--- src/rtl/shiftreg_rx_pkg.sv ---
// Shared definitions for the serial frame link (receive and transmit sides).
package shiftreg_rx_pkg;

  // Receiver state encoding, 2 bits.
  typedef enum logic [1:0] {
    ST_IDLE   = 2'd0,
    ST_DATA   = 2'd1,
    ST_PARITY = 2'd2,
    ST_STOP   = 2'd3
  } rx_state_e;

  localparam int unsigned START_BITS = 1;
  localparam int unsigned STOP_BITS  = 1;

  // Non-data bits per frame: start + stop + optional parity.
  function automatic int unsigned frame_overhead(input bit parity_en);
    return START_BITS + STOP_BITS + (parity_en ? 1 : 0);
  endfunction

endpackage

--- src/rtl/shiftreg_rx.sv ---
// Serial-in, parallel-out frame receiver.
// Frame on the line: start(0), WIDTH data bits, optional even parity, stop(1).
// Handshake: i_in is consumed only on cycles with i_in_vld=1; there is no
// back-pressure. o_data_vld / o_err are single-cycle pulses, mutually exclusive,
// registered one clock after the stop-bit sample.
module shiftreg_rx
  import shiftreg_rx_pkg::*;
#(
  parameter int WIDTH     = 8,
  parameter bit MSB_FIRST = 1'b1,
  parameter bit PARITY_EN = 1'b0
) (
  input  logic             clk,
  input  logic             rst,
  input  logic             i_in,
  input  logic             i_in_vld,
  output logic [WIDTH-1:0] o_data,
  output logic             o_data_vld,
  output logic             o_err,
  output logic             o_busy
);

  localparam int CW = $clog2(WIDTH);
  localparam logic [CW-1:0] LAST_IDX = CW'(WIDTH - 1);

  rx_state_e        state_q,    state_d;
  logic [CW-1:0]    cnt_q,      cnt_d;
  logic [WIDTH-1:0] shreg_q,    shreg_d;
  logic             par_q,      par_d;
  logic [WIDTH-1:0] data_q,     data_d;
  logic             data_vld_q, data_vld_d;
  logic             err_q,      err_d;
  logic             busy_q,     busy_d;
  logic             frame_good;

  // State register and all registered outputs.
  always_ff @(posedge clk) begin
    if (rst) begin
      state_q    <= ST_IDLE;
      cnt_q      <= '0;
      shreg_q    <= '0;
      par_q      <= 1'b0;
      data_q     <= '0;
      data_vld_q <= 1'b0;
      err_q      <= 1'b0;
      busy_q     <= 1'b0;
    end else begin
      state_q    <= state_d;
      cnt_q      <= cnt_d;
      shreg_q    <= shreg_d;
      par_q      <= par_d;
      data_q     <= data_d;
      data_vld_q <= data_vld_d;
      err_q      <= err_d;
      busy_q     <= busy_d;
    end
  end

  // Next-state logic: frame sequencing, shifting and stop-bit evaluation.
  always_comb begin
    state_d    = state_q;
    cnt_d      = cnt_q;
    shreg_d    = shreg_q;
    par_d      = par_q;
    data_d     = data_q;
    data_vld_d = 1'b0;
    err_d      = 1'b0;
    // Even parity: data bits XOR parity bit must be zero.
    frame_good = i_in && (!PARITY_EN || ((^shreg_q) ^ par_q) == 1'b0);

    if (i_in_vld) begin
      case (state_q)
        ST_IDLE: begin
          // A high sample is just idle line; low is a start bit.
          if (!i_in) begin
            state_d = ST_DATA;
            cnt_d   = '0;
          end
        end
        ST_DATA: begin
          if (MSB_FIRST) shreg_d = {shreg_q[WIDTH-2:0], i_in};
          else           shreg_d = {i_in, shreg_q[WIDTH-1:1]};
          cnt_d = cnt_q + 1'b1;
          if (cnt_q == LAST_IDX) state_d = PARITY_EN ? ST_PARITY : ST_STOP;
        end
        ST_PARITY: begin
          par_d   = i_in;
          state_d = ST_STOP;
        end
        ST_STOP: begin
          // A bad frame leaves o_data untouched.
          if (frame_good) begin
            data_d     = shreg_q;
            data_vld_d = 1'b1;
          end else begin
            err_d = 1'b1;
          end
          state_d = ST_IDLE;
        end
        default: state_d = ST_IDLE;
      endcase
    end

    busy_d = (state_d != ST_IDLE);
  end

  assign o_data     = data_q;
  assign o_data_vld = data_vld_q;
  assign o_err      = err_q;
  assign o_busy     = busy_q;

endmodule

--- config.mk ---
export PLATFORM = sky130hd
export DESIGN_NAME = shiftreg_rx
export DESIGN_NICKNAME = d
export VERILOG_FILES = /design/src/rtl/shiftreg_rx_pkg.sv /design/src/rtl/shiftreg_rx.sv
export SDC_FILE = /design/constraint.sdc
export NUM_CORES = 1
export LEC_CHECK = 0
export ABC_AREA = 1
export CORE_MARGIN = 2
export CORE_UTILIZATION = 54
export DETAILED_ROUTE_END_ITERATION = 8
export GPL_TIMING_DRIVEN = 0
export PLACE_DENSITY_LB_ADDON = 0.1
export SYNTH_ARGS = -nofsm -noshare
export SYNTH_HDL_FRONTEND = slang
export SYNTH_SLANG_ARGS = --single-unit
--- constraint.sdc ---
create_clock -name clk -period 2.8 [get_ports clk]
set_input_delay 0.28 -clock clk [delete_from_list [all_inputs] [get_ports clk]]
set_output_delay 0.28 -clock clk [all_outputs]
set_load 0.005 [all_outputs]
After elaboration in Yosys (flattened, before gate mapping)
Index checks and enable logic that the tools add are counted.

Bits in registers: 24. Input bits: 4. Output and inout port bits: 11. Logic and storage cells: 30.

$add $sub $neg: 1. Equality and inequality tests: 5. Muxes and demuxes: 8. Bitwise operators: 2. Reduce and logical (&&, ||, !) cells: 7.

Operators with widths (count): one-hot mux 2 bit (4 select lines) (1); two-way mux 2 bit (3); one-hot mux 3 bit (2 select lines) (1); AND reduction 3 bit (2); equality test 2 bit, second input constant (2); nonzero test 2 bit (2); adder 3 x 1 -> 3 bit, second input constant (1); equality test 3 bit, second input constant (1); two-way mux 3 bit (1); OR reduction 3 bit (1); equality test 2 x 1 -> 1 bit, second input constant (1); zero test 2 bit (1); two-way mux 1 bit (2); inequality test 2 bit, second input constant (1); NOT 1 bit (2); AND reduction 2 bit (1).

Depth between registers and ports, before layout
Gate-level depths: netlist (run 1).

Depth after elaboration: 5. Gate-level depth with buffers: 7. Mapped depth without buffers: 7.

Least setup slack after synthesis (run 1)
OpenSTA, ideal clock, no wires.

Path kind: register to register. Start point: reg state_q[0]. End point: reg busy_q (netlist: o_busy). Setup time: 115 ps. Arrival: 979 ps. Required time: 2685 ps. Path slack: 1706 ps. Stages on the path, launching flop included: 6. Buffers on the path: 0. Clock period less this slack: 1094 ps. Cells stage by stage: dfxtp_1 -> inv_1 -> ha_1 -> nand3b_1 -> nand3_1 -> nand2_1.

Word-level cells in the longest chain between the ends: 4. Elaborated cells between the ends (all ways): 9. Classes of those cells: 3 x eq/ne; 4 x mux; 2 x reduce/logical.

Ends and longest elaborated chain: from (decl) (RTL line shiftreg_rx.sv:26) `rx_state_e state_q, state_d;`; from (signal assigned) (RTL line shiftreg_rx.sv:48) `state_q <= state_d;`; equality test 2 bit, or another cell as far along (RTL line shiftreg_rx.sv:72) `case (state_q)`; one-hot mux 2 bit (4 select lines) (RTL line shiftreg_rx.sv:72); two-way mux 2 bit (*) (RTL line shiftreg_rx.sv:71) `if (i_in_vld) begin`; nonzero test 2 bit (*) (RTL line shiftreg_rx.sv:104) `busy_d = (state_d != ST_IDLE);`; to (signal assigned) (RTL line shiftreg_rx.sv:55) `busy_q <= busy_d;`; to (decl) (RTL line shiftreg_rx.sv:33) `logic busy_q, busy_d;`.

Mark *: on every way between the ends. The rest lies on a longest branch, timed or not. A chain may end at the register's enable or synchronous reset.

Worst setup path after layout (run 1)
Start point: reg data_q[6] (netlist: o_data[6]). End point: out o_data[6].

RTL lines: from (decl) (RTL line shiftreg_rx.sv:30) `logic [WIDTH-1:0] data_q, data_d;`; from (signal assigned) (RTL line shiftreg_rx.sv:52) `data_q <= data_d;`; to (decl) (RTL line shiftreg_rx.sv:17) `output logic [WIDTH-1:0] o_data,`.

No word-level cell between the ends.

==> results_tabular.tex, run 1 <==
\begin{tabular}{lr}
\hline
Metric & Value \\
\hline
\multicolumn{2}{l}{\textbf{Finish}} \\
Area growth from synthesis to layout & 22.1\% \\
Ratio of cells with drive above 1 in the final layout & 0.106 \\
Antenna fix cells & 0 \\
Nets@finish & 142 \\
Final-layout fill cell count & 151 \\
Area taken by flip-flops and latches & 480 um\^{}2 \\
Combined area of the multi-input logic cells & 397 um\^{}2 \\
Finished Layout Cells & 157 \\
\multicolumn{2}{l}{\textbf{Critical path}} \\
Worst setup slack for register-to-register paths & 1.57 ns \\
Critical-path top delay cell & sky130\_fd\_sc\_hd\_\_clkdlybuf4s50\_1 \\
Arrival time of the worst setup path & 1.18 ns \\
Critical setup path kind & flop to output port \\
Crit-path cells & clkdlybuf4s50\_1 \\
Count of buffering cells on the critical path with inverters included & 1 \\
Reg2reg path depth & 4 \\
Max Fanout on Critical Path & 2 \\
Category of cells accounting for the largest share of critical-path delay & buffers and inverters \\
Data required, critical path & 2.52 ns \\
Reg2reg start & state\_q[0]\$\_SDFF\_PP0\_ \\
Worst flop-to-flop path endpoint & shreg\_q[2]\$\_SDFFE\_PP0P\_ \\
Setup crit end kind & output port \\
Largest stage delay, worst path & 0.50 ns \\
Type of origin of the critical path & flop \\
\multicolumn{2}{l}{\textbf{Global route}} \\
Total global-route track usage & 0.170 \\
Global-route wire length before repair & 2590 um \\
Largest net degree at the start of global routing & 15 \\
Initial antenna violation count & 0 \\
Total congestion overflow & 0 \\
Number of global-route vias before repair & 648 \\
\multicolumn{2}{l}{\textbf{Min path}} \\
Hold crit path type & input port to flop \\
Hold Crit Depth & 3 \\
Destination of the worst hold path & o\_err\$\_SDFF\_PP0\_ \\
Worst hold start & i\_in\_vld \\
\multicolumn{2}{l}{\textbf{Clock network}} \\
Number of levels in the clock H-tree & 1 \\
Maximum clock path buffer count & 2 \\
Buffer cell driving the clock tree root & sky130\_fd\_sc\_hd\_\_clkbuf\_4 \\
Buffers inserted by post-CTS timing repair & 0 \\
Clock-pin transition on the worst setup and hold timing paths & 0.13 ns \\
Count of hold buffers inserted by post-cts repair & 0 \\
Clock tree from TritonCTS & done \\
Clock network latency to the later pin of the worst-skew pair & 0.32 ns \\
Num CTS Buffers & 3 \\
Clock sinks & 24 \\
Post-cts repair resize count & 0 \\
\multicolumn{2}{l}{\textbf{STA}} \\
Setup violators final & 0 \\
Share of the clock period used by the worst path & 0.521 \\
Worst-margin pin slew & 0.246 ns \\
Setup repair after global routing missed its margin & false \\
Hold Fails Final Rpt & 0 \\
Skew final & 0.00286 ns \\
Accumulated negative setup slack & 0 ns \\
Worst slew margin & 0.836 \\
Final count of pins violating max slew & 0 \\
Peak Freq & 686 MHz \\
Worst path setup slack after routing & 1.34 ns \\
Final period demand of the worst path & 1.46 ns \\
\multicolumn{2}{l}{\textbf{Synthesis}} \\
Number of cells produced by synthesis & 115 \\
Top area cells in the synthesized netlist & sky130\_fd\_sc\_hd\_\_dfxtp\_1 (50\%), sky130\_fd\_sc\_hd\_\_o21ai\_0 (6.7\%), sky130\_fd\_sc\_hd\_\_nor2\_1 (6.6\%) \\
Post-synthesis cell area & 968 um\^{}2 \\
Area share of the largest cell type after synthesis & 0.496 \\
Post-synth net total & 124 \\
Sequential cell area fraction in the yosys report & 0.496 \\
Synthesized flop and latch total & 24 \\
Avg Synthesized Cell Area & 8.42 um\^{}2 \\
Dominant cell type by area after synthesis & sky130\_fd\_sc\_hd\_\_dfxtp\_1 \\
Number of warnings issued by yosys & 0 \\
Number of distinct standard cells referenced by the synthesized netlist & 20 \\
\multicolumn{2}{l}{\textbf{Placed design}} \\
Final estimated routing congestion in global placement & 0.780 \\
Post-DP HPWL & 1260 um \\
Total of buffers placed on input and output ports & 13 \\
Dpl cells & 153 \\
Worst setup slack before clock tree synthesis & 1.32 ns \\
\multicolumn{2}{l}{\textbf{Route}} \\
Residual DRC & 0 \\
DRT Pass-1 Iters & 4 \\
Count of routing violations after the opening detailed-route iteration & 9 \\
Vias per cell & 4.92 \\
Total Routed Length & 1700 um \\
Mean routed wirelength per cell & 10.8 um \\
Via count & 772 \\
Post-route ant nets & 0 \\
\multicolumn{2}{l}{\textbf{Pwr}} \\
Max VDD drop & 401 uV \\
Leakage Power & 0.476 nW \\
Cell Pwr Density & 565 mW/mm\^{}2 \\
\multicolumn{2}{l}{\textbf{Floorplan}} \\
Die outline area & 0.00215 mm\^{}2 \\
X dimension of the die & 46.4 um \\
Initial standard-cell utilization of the core & 0.567 \\
Top Ports & 15 \\
Die Y & 46.4 um \\
Number of placement rows & 15 \\
Core ar. & 0.00171 mm\^{}2 \\
\multicolumn{2}{l}{\textbf{Outcome}} \\
Status & finished, final reports clean \\
\multicolumn{2}{l}{\textbf{Flow run}} \\
Max-cap viol count & 0 \\
\hline
\end{tabular}
==> cell usage after synthesis <==
cell,count
sky130_fd_sc_hd__a21oi_1,11
sky130_fd_sc_hd__o21ai_1,3
sky130_fd_sc_hd__buf_2,1
sky130_fd_sc_hd__nand3b_1,1
sky130_fd_sc_hd__nor3_1,1
sky130_fd_sc_hd__dfxtp_1,24
sky130_fd_sc_hd__inv_1,15
sky130_fd_sc_hd__nand3_1,2
sky130_fd_sc_hd__inv_2,2
sky130_fd_sc_hd__nor2_1,17
sky130_fd_sc_hd__buf_6,2
sky130_fd_sc_hd__nand3_2,1
sky130_fd_sc_hd__ha_1,5
sky130_fd_sc_hd__nand3_4,1
sky130_fd_sc_hd__nand2_2,1
sky130_fd_sc_hd__nand4_1,4
sky130_fd_sc_hd__nand2_4,1
sky130_fd_sc_hd__o21ai_0,13
sky130_fd_sc_hd__nand2_1,9
sky130_fd_sc_hd__o21ai_2,1
==> kinds of logic (layout without fill, tap and decap cells) <==
family          Yosys count  in the layout  share of synthesized area
flops                    24             24                      0.496
fa+ha+maj                 5              5                     0.0646
simple gates             38             38                      0.196
buf+inv                  20             37                     0.0943
compound gates           28             28                      0.149
==> state kept, by name, summed over array words and instances (netlist names) <==
signal,count
state_q,2
o_busy,1
o_data_vld,1
o_err,1
o_data,8
shreg_q,8
cnt_q,3
==> area by class of cell <==
| cell class | count | share of cell area |
|---|---|---|
| clock inverters | 1 | 0.0254 |
| plain buffers | 3 | 0.0233 |
| flip-flops and latches | 24 | 0.406 |
| well taps | 25 | 0.0265 |
| multi-input cells | 71 | 0.335 |
| clock buffers | 3 | 0.0190 |
| inverters | 17 | 0.0540 |
| repair buffers | 13 | 0.110 |
==> worst max-delay path by stage <==
stage	from	end	slack (ns)	cells past startpoint
2_1_floorplan	state_q[0]$_SDFF_PP0_	o_busy$_SDFF_PP0_	1.71	5
3_3_place_gp	rst	o_busy$_SDFF_PP0_	1.34	5
3_5_place_dp	rst	shreg_q[2]$_SDFFE_PP0P_	1.32	5
4_1_cts	o_data[6]$_SDFFE_PP0P_	o_data[6]	1.33	1
5_1_grt	o_data[6]$_SDFFE_PP0P_	o_data[6]	1.29	1
6_report	o_data[6]$_SDFFE_PP0P_	o_data[6]	1.34	1
==> power breakdown <==
group	internal [mW]	switching, mW
combinational	0.0227	0.0345
clock	0.145	0.105
sequential	0.353	0.00828
total	0.520	0.148
==> layer usage <==
metal  GRT usage  share of wire  vias to the layer above
met5           0              0                        -
met4      0.0514          0.014                        0
met3      0.0471          0.037                        4
met2       0.267           0.44                       13
met1       0.225           0.51                      349
li1            -              -                      406
==> metrics by stage <==
step / hold slack, ns / power, mW / util / cell area, um^2
global placement: 0.431 / 0.423 / 0.662 / 1130
CTS: 0.211 / 0.672 / 0.692 / 1180
finish: 0.219 / 0.668 / 0.692 / 1180
detailed placement: 0.434 / 0.425 / 0.662 / 1130
floorplan: 0.349 / 0.407 / - / 968
global route: 0.215 / 0.694 / 0.692 / 1180
==> cell usage in the layout, fill, tap and decap left out <==
cell and n:
sky130_fd_sc_hd__dfxtp_1 24, sky130_fd_sc_hd__nor2_1 17, sky130_fd_sc_hd__inv_1 15, sky130_fd_sc_hd__o21ai_0 13
sky130_fd_sc_hd__clkdlybuf4s50_1 13, sky130_fd_sc_hd__a21oi_1 11, sky130_fd_sc_hd__nand2_1 9, sky130_fd_sc_hd__ha_1 5
sky130_fd_sc_hd__nand4_1 4, sky130_fd_sc_hd__o21ai_1 3, sky130_fd_sc_hd__clkbuf_4 3, sky130_fd_sc_hd__buf_6 2
sky130_fd_sc_hd__inv_2 2, sky130_fd_sc_hd__nand3_1 2, sky130_fd_sc_hd__nand3_4 1, sky130_fd_sc_hd__o21ai_2 1
sky130_fd_sc_hd__nor3_1 1, sky130_fd_sc_hd__nand2_4 1, sky130_fd_sc_hd__nand2_2 1, sky130_fd_sc_hd__buf_2 1
sky130_fd_sc_hd__nand3b_1 1, sky130_fd_sc_hd__nand3_2 1, sky130_fd_sc_hd__bufinv_16 1
Power figures use the tool's default switching activity.
==> inputs of run 2 (changes only) <==
--- a/config.mk
+++ b/config.mk
@@ -7,7 +7,7 @@
 export LEC_CHECK = 0
 export ABC_AREA = 1
 export CORE_MARGIN = 2
-export CORE_UTILIZATION = 54
+export CORE_UTILIZATION = 46
 export DETAILED_ROUTE_END_ITERATION = 8
 export GPL_TIMING_DRIVEN = 0
 export PLACE_DENSITY_LB_ADDON = 0.1
==> constraint.sdc (replaced) <==
create_clock -name clk -period 1.25 [get_ports clk]
set_input_delay 0.125 -clock clk [delete_from_list [all_inputs] [get_ports clk]]
set_output_delay 0.125 -clock clk [all_outputs]
set_load 0.005 [all_outputs]
==> run 2 against run 1 <==
Combinational power grew 130%. Register-to-register slack lost 1.5 ns. Worst setup slack lost 1.3 ns. Sequential share of layout area grew 1.0 points. Via count shrank 0.13%. Routed wire length shrank 0.12%. Critical path depth grew 4. Sequential power grew 120%. Hold slack lost 0.16 ns. Final cell count grew 1.3%. Critical path type is now flop to flop. Critical endpoint is now o_busy$_SDFF_PP0_.
==> results_tabular.tex, run 2 (synthesis results as in run 1) <==
\begin{tabular}{lr}
\hline
Metric & Value \\
\hline
\multicolumn{2}{l}{\textbf{Outcome}} \\
Status & finished, final reports clean (unchanged) \\
\multicolumn{2}{l}{\textbf{Min path}} \\
Destination of the worst hold path & o\_err\$\_SDFF\_PP0\_ (unchanged) \\
Hold crit path type & input port to flop (unchanged) \\
Worst hold start & i\_in\_vld (unchanged) \\
Hold Crit Depth & 3 (unchanged) \\
\multicolumn{2}{l}{\textbf{Pwr}} \\
Max VDD drop & 752 uV (was 401 uV) \\
Leakage Power & 0.527 nW (was 0.476 nW) \\
Cell Pwr Density & 1130 mW/mm\^{}2 (was 565 mW/mm\^{}2) \\
\multicolumn{2}{l}{\textbf{STA}} \\
Hold Fails Final Rpt & 0 (unchanged) \\
Final count of pins violating max slew & 0 (unchanged) \\
Setup violators final & 0 (unchanged) \\
Peak Freq & 857 MHz \\
Worst slew margin & 0.827 (was 0.836) \\
Worst path setup slack after routing & 0.0837 ns (was 1.34 ns) \\
Worst-margin pin slew & 0.259 ns (was 0.246 ns) \\
Skew final & 0.00397 ns (was 0.00286 ns) \\
Share of the clock period used by the worst path & 0.933 \\
Final period demand of the worst path & 1.17 ns \\
Accumulated negative setup slack & 0 ns (unchanged) \\
\multicolumn{2}{l}{\textbf{Floorplan}} \\
Die Y & 49.9 um (was 46.4 um) \\
Die outline area & 0.00249 mm\^{}2 (was 0.00215 mm\^{}2) \\
X dimension of the die & 49.9 um (was 46.4 um) \\
Top Ports & 15 (unchanged) \\
Initial standard-cell utilization of the core & 0.489 (was 0.567) \\
Number of placement rows & 16 (was 15) \\
Core ar. & 0.00198 mm\^{}2 (was 0.00171 mm\^{}2) \\
\multicolumn{2}{l}{\textbf{Finish}} \\
Area growth from synthesis to layout & 22.9\% (was 22.1\%) \\
Most frequent cells in the layout & sky130\_fd\_sc\_hd\_\_nor2\_1 (17), sky130\_fd\_sc\_hd\_\_inv\_1 (15), sky130\_fd\_sc\_hd\_\_dfxtp\_1 (14), sky130\_fd\_sc\_hd\_\_o21ai\_0 (13) (was sky130\_fd\_sc\_hd\_\_dfxtp\_1 (24), sky130\_fd\_sc\_hd\_\_nor2\_1 (17), sky130\_fd\_sc\_hd\_\_inv\_1 (15), sky130\_fd\_sc\_hd\_\_o21ai\_0 (13), sky130\_fd\_sc\_hd\_\_clkdlybuf4s50\_1 (13)) \\
Combined area of the multi-input logic cells & 417 um\^{}2 (was 397 um\^{}2) \\
Finished Layout Cells & 159 (was 157) \\
Most common library cell in the layout ignoring fill and taps & sky130\_fd\_sc\_hd\_\_nor2\_1 (was sky130\_fd\_sc\_hd\_\_dfxtp\_1) \\
Design area & 0.00119 mm\^{}2 (was 0.00118 mm\^{}2) \\
Ratio of cells with drive above 1 in the final layout & 0.205 (was 0.106) \\
Antenna fix cells & 0 (unchanged) \\
Final-layout fill cell count & 190 (was 151) \\
Post-route core utilization & 0.600 (was 0.692) \\
Nets@finish & 142 (unchanged) \\
Area taken by flip-flops and latches & 495 um\^{}2 (was 480 um\^{}2) \\
\multicolumn{2}{l}{\textbf{Placed design}} \\
Total of buffers placed on input and output ports & 13 (unchanged) \\
Post-DP HPWL & 1240 um (was 1260 um) \\
Worst setup slack before clock tree synthesis & -0.0703 ns (was 1.32 ns) \\
Dpl cells & 155 (was 153) \\
Final estimated routing congestion in global placement & 0.759 (was 0.780) \\
Placement Cell Area & 0.00113 mm\^{}2 (about the same) \\
\multicolumn{2}{l}{\textbf{Route}} \\
Count of routing violations after the opening detailed-route iteration & 17 (was 9) \\
Via count & 771 (was 772) \\
Total Routed Length & 1700 um (about the same) \\
Residual DRC & 0 (unchanged) \\
DRT Pass-1 Iters & 4 (unchanged) \\
Mean routed wirelength per cell & 10.7 um (was 10.8 um) \\
Post-route ant nets & 0 (unchanged) \\
Vias per cell & 4.85 (was 4.92) \\
\multicolumn{2}{l}{\textbf{Critical path}} \\
Critical setup path kind & flop to flop (was flop to output port) \\
Worst flop-to-flop path endpoint & o\_busy\$\_SDFF\_PP0\_ (was shreg\_q[2]\$\_SDFFE\_PP0P\_) \\
Largest stage delay, worst path & 0.34 ns (was 0.50 ns) \\
Data required, critical path & 1.47 ns (was 2.52 ns) \\
Crit-path cells & inv\_1 -> ha\_2 -> nand3b\_1 -> nand3\_1 -> nand2\_1 (was clkdlybuf4s50\_1) \\
Max Fanout on Critical Path & 3 (was 2) \\
Reg2reg path depth & 5 (was 4) \\
Category of cells accounting for the largest share of critical-path delay & flip-flops (was buffers and inverters) \\
Count of buffering cells on the critical path with inverters included & 1 (unchanged) \\
Critical-path top delay cell & sky130\_fd\_sc\_hd\_\_dfxtp\_1 (was sky130\_fd\_sc\_hd\_\_clkdlybuf4s50\_1) \\
Reg2reg start & state\_q[1]\$\_SDFF\_PP0\_ (was state\_q[0]\$\_SDFF\_PP0\_) \\
Arrival time of the worst setup path & 1.39 ns (was 1.18 ns) \\
Type of origin of the critical path & flop (unchanged) \\
Setup crit end kind & flop (was output port) \\
Worst setup slack for register-to-register paths & 0.08 ns (was 1.57 ns) \\
\multicolumn{2}{l}{\textbf{Clock network}} \\
Maximum clock path buffer count & 2 (unchanged) \\
Clock network latency to the later pin of the worst-skew pair & 0.31 ns (was 0.32 ns) \\
Num CTS Buffers & 3 (unchanged) \\
Clock sinks & 24 (unchanged) \\
Number of levels in the clock H-tree & 1 (unchanged) \\
Clock tree from TritonCTS & done (unchanged) \\
Count of hold buffers inserted by post-cts repair & 0 (unchanged) \\
Clock-pin transition on the worst setup and hold timing paths & 0.13 ns (about the same) \\
Buffer cell driving the clock tree root & sky130\_fd\_sc\_hd\_\_clkbuf\_4 (unchanged) \\
\multicolumn{2}{l}{\textbf{Flow run}} \\
Max-cap viol count & 0 (unchanged) \\
\multicolumn{2}{l}{\textbf{Global route}} \\
Total global-route track usage & 0.159 (was 0.170) \\
Global-route wire length before repair & 2990 um (was 2590 um) \\
Largest net degree at the start of global routing & 14 (was 15) \\
Initial antenna violation count & 0 (unchanged) \\
Number of global-route vias before repair & 705 (was 648) \\
Total congestion overflow & 0 (unchanged) \\
\hline
\end{tabular}
run 2: cell types whose count changed in the layout (fill, tap and decap cells not counted):
cell / change
sky130_fd_sc_hd__ha_4: +1
sky130_fd_sc_hd__dfxtp_1: -10
sky130_fd_sc_hd__dfxtp_2: +9
sky130_fd_sc_hd__ha_1: -2
sky130_fd_sc_hd__dfxtp_4: +1
sky130_fd_sc_hd__clkbuf_8: +1
sky130_fd_sc_hd__bufinv_16: -1
sky130_fd_sc_hd__ha_2: +1
sky130_fd_sc_hd__dlygate4sd2_1: +11
sky130_fd_sc_hd__nand3_2: +1
sky130_fd_sc_hd__nand3_1: -1
sky130_fd_sc_hd__clkdlybuf4s50_1: -11
run 2: timing repair:
item | CTS | global route
resized for setup | 20 | 6
pin swaps | 0 | 1
gates cloned | 0 | 0
setup endpoints to repair | 12 | 20
buffers inserted | 0 | 0
run 2: report_power, final:
group,internal (mW),switching [mW],leakage [nW]
clock network,0.178,0.229,0.0210
logic,0.0537,0.0794,0.306
registers,0.790,0.0206,0.200
run 2: layout make-up:
class | instances | area share
flip-flops and latches | 24 | 0.416
plain buffers | 3 | 0.0231
repair buffers | 13 | 0.0978
multi-input cells | 71 | 0.350
inverters | 17 | 0.0536
clock buffers | 4 | 0.0305
well taps | 27 | 0.0284
run 2: worst max-delay path by stage:
stage / from / depth (start not counted) / end / slack, ns
finish: state_q[1]$_SDFF_PP0_ / 5 / o_busy$_SDFF_PP0_ / 0.08
global route: state_q[1]$_SDFF_PP0_ / 5 / o_busy$_SDFF_PP0_ / -0.02
CTS: state_q[0]$_SDFF_PP0_ / 6 / o_busy$_SDFF_PP0_ / 0.03
detailed placement: rst / 5 / o_busy$_SDFF_PP0_ / -0.07
global placement: rst / 5 / o_busy$_SDFF_PP0_ / -0.07
floorplan: state_q[0]$_SDFF_PP0_ / 5 / o_busy$_SDFF_PP0_ / 0.16
run 2: through the flow:
step                      hold WS (ns)  power, mW
after floorplan                  0.194      0.913
after global placement           0.401      0.948
after detailed placement         0.403      0.953
after CTS                       0.0556       1.35
after global routing            0.0444       1.42
final                           0.0631       1.35
run 2: worst reg2reg max path, cell delays in order, from the launching register on:
cell and delay (ns):
sky130_fd_sc_hd__dfxtp_1 0.34, sky130_fd_sc_hd__inv_1 0.13, sky130_fd_sc_hd__ha_2 0.29, sky130_fd_sc_hd__nand3b_1 0.15, sky130_fd_sc_hd__nand3_1 0.11, sky130_fd_sc_hd__nand2_1 0.06
run 2: metal layers:
metal | GRT usage | vias to the layer above | share of wire
li1 | - | 411 | -
met1 | 0.209 | 345 | 0.50
met2 | 0.238 | 13 | 0.46
met5 | 0 | - | 0
met3 | 0.0394 | 2 | 0.039
met4 | 0.0833 | 0 | 0.0071
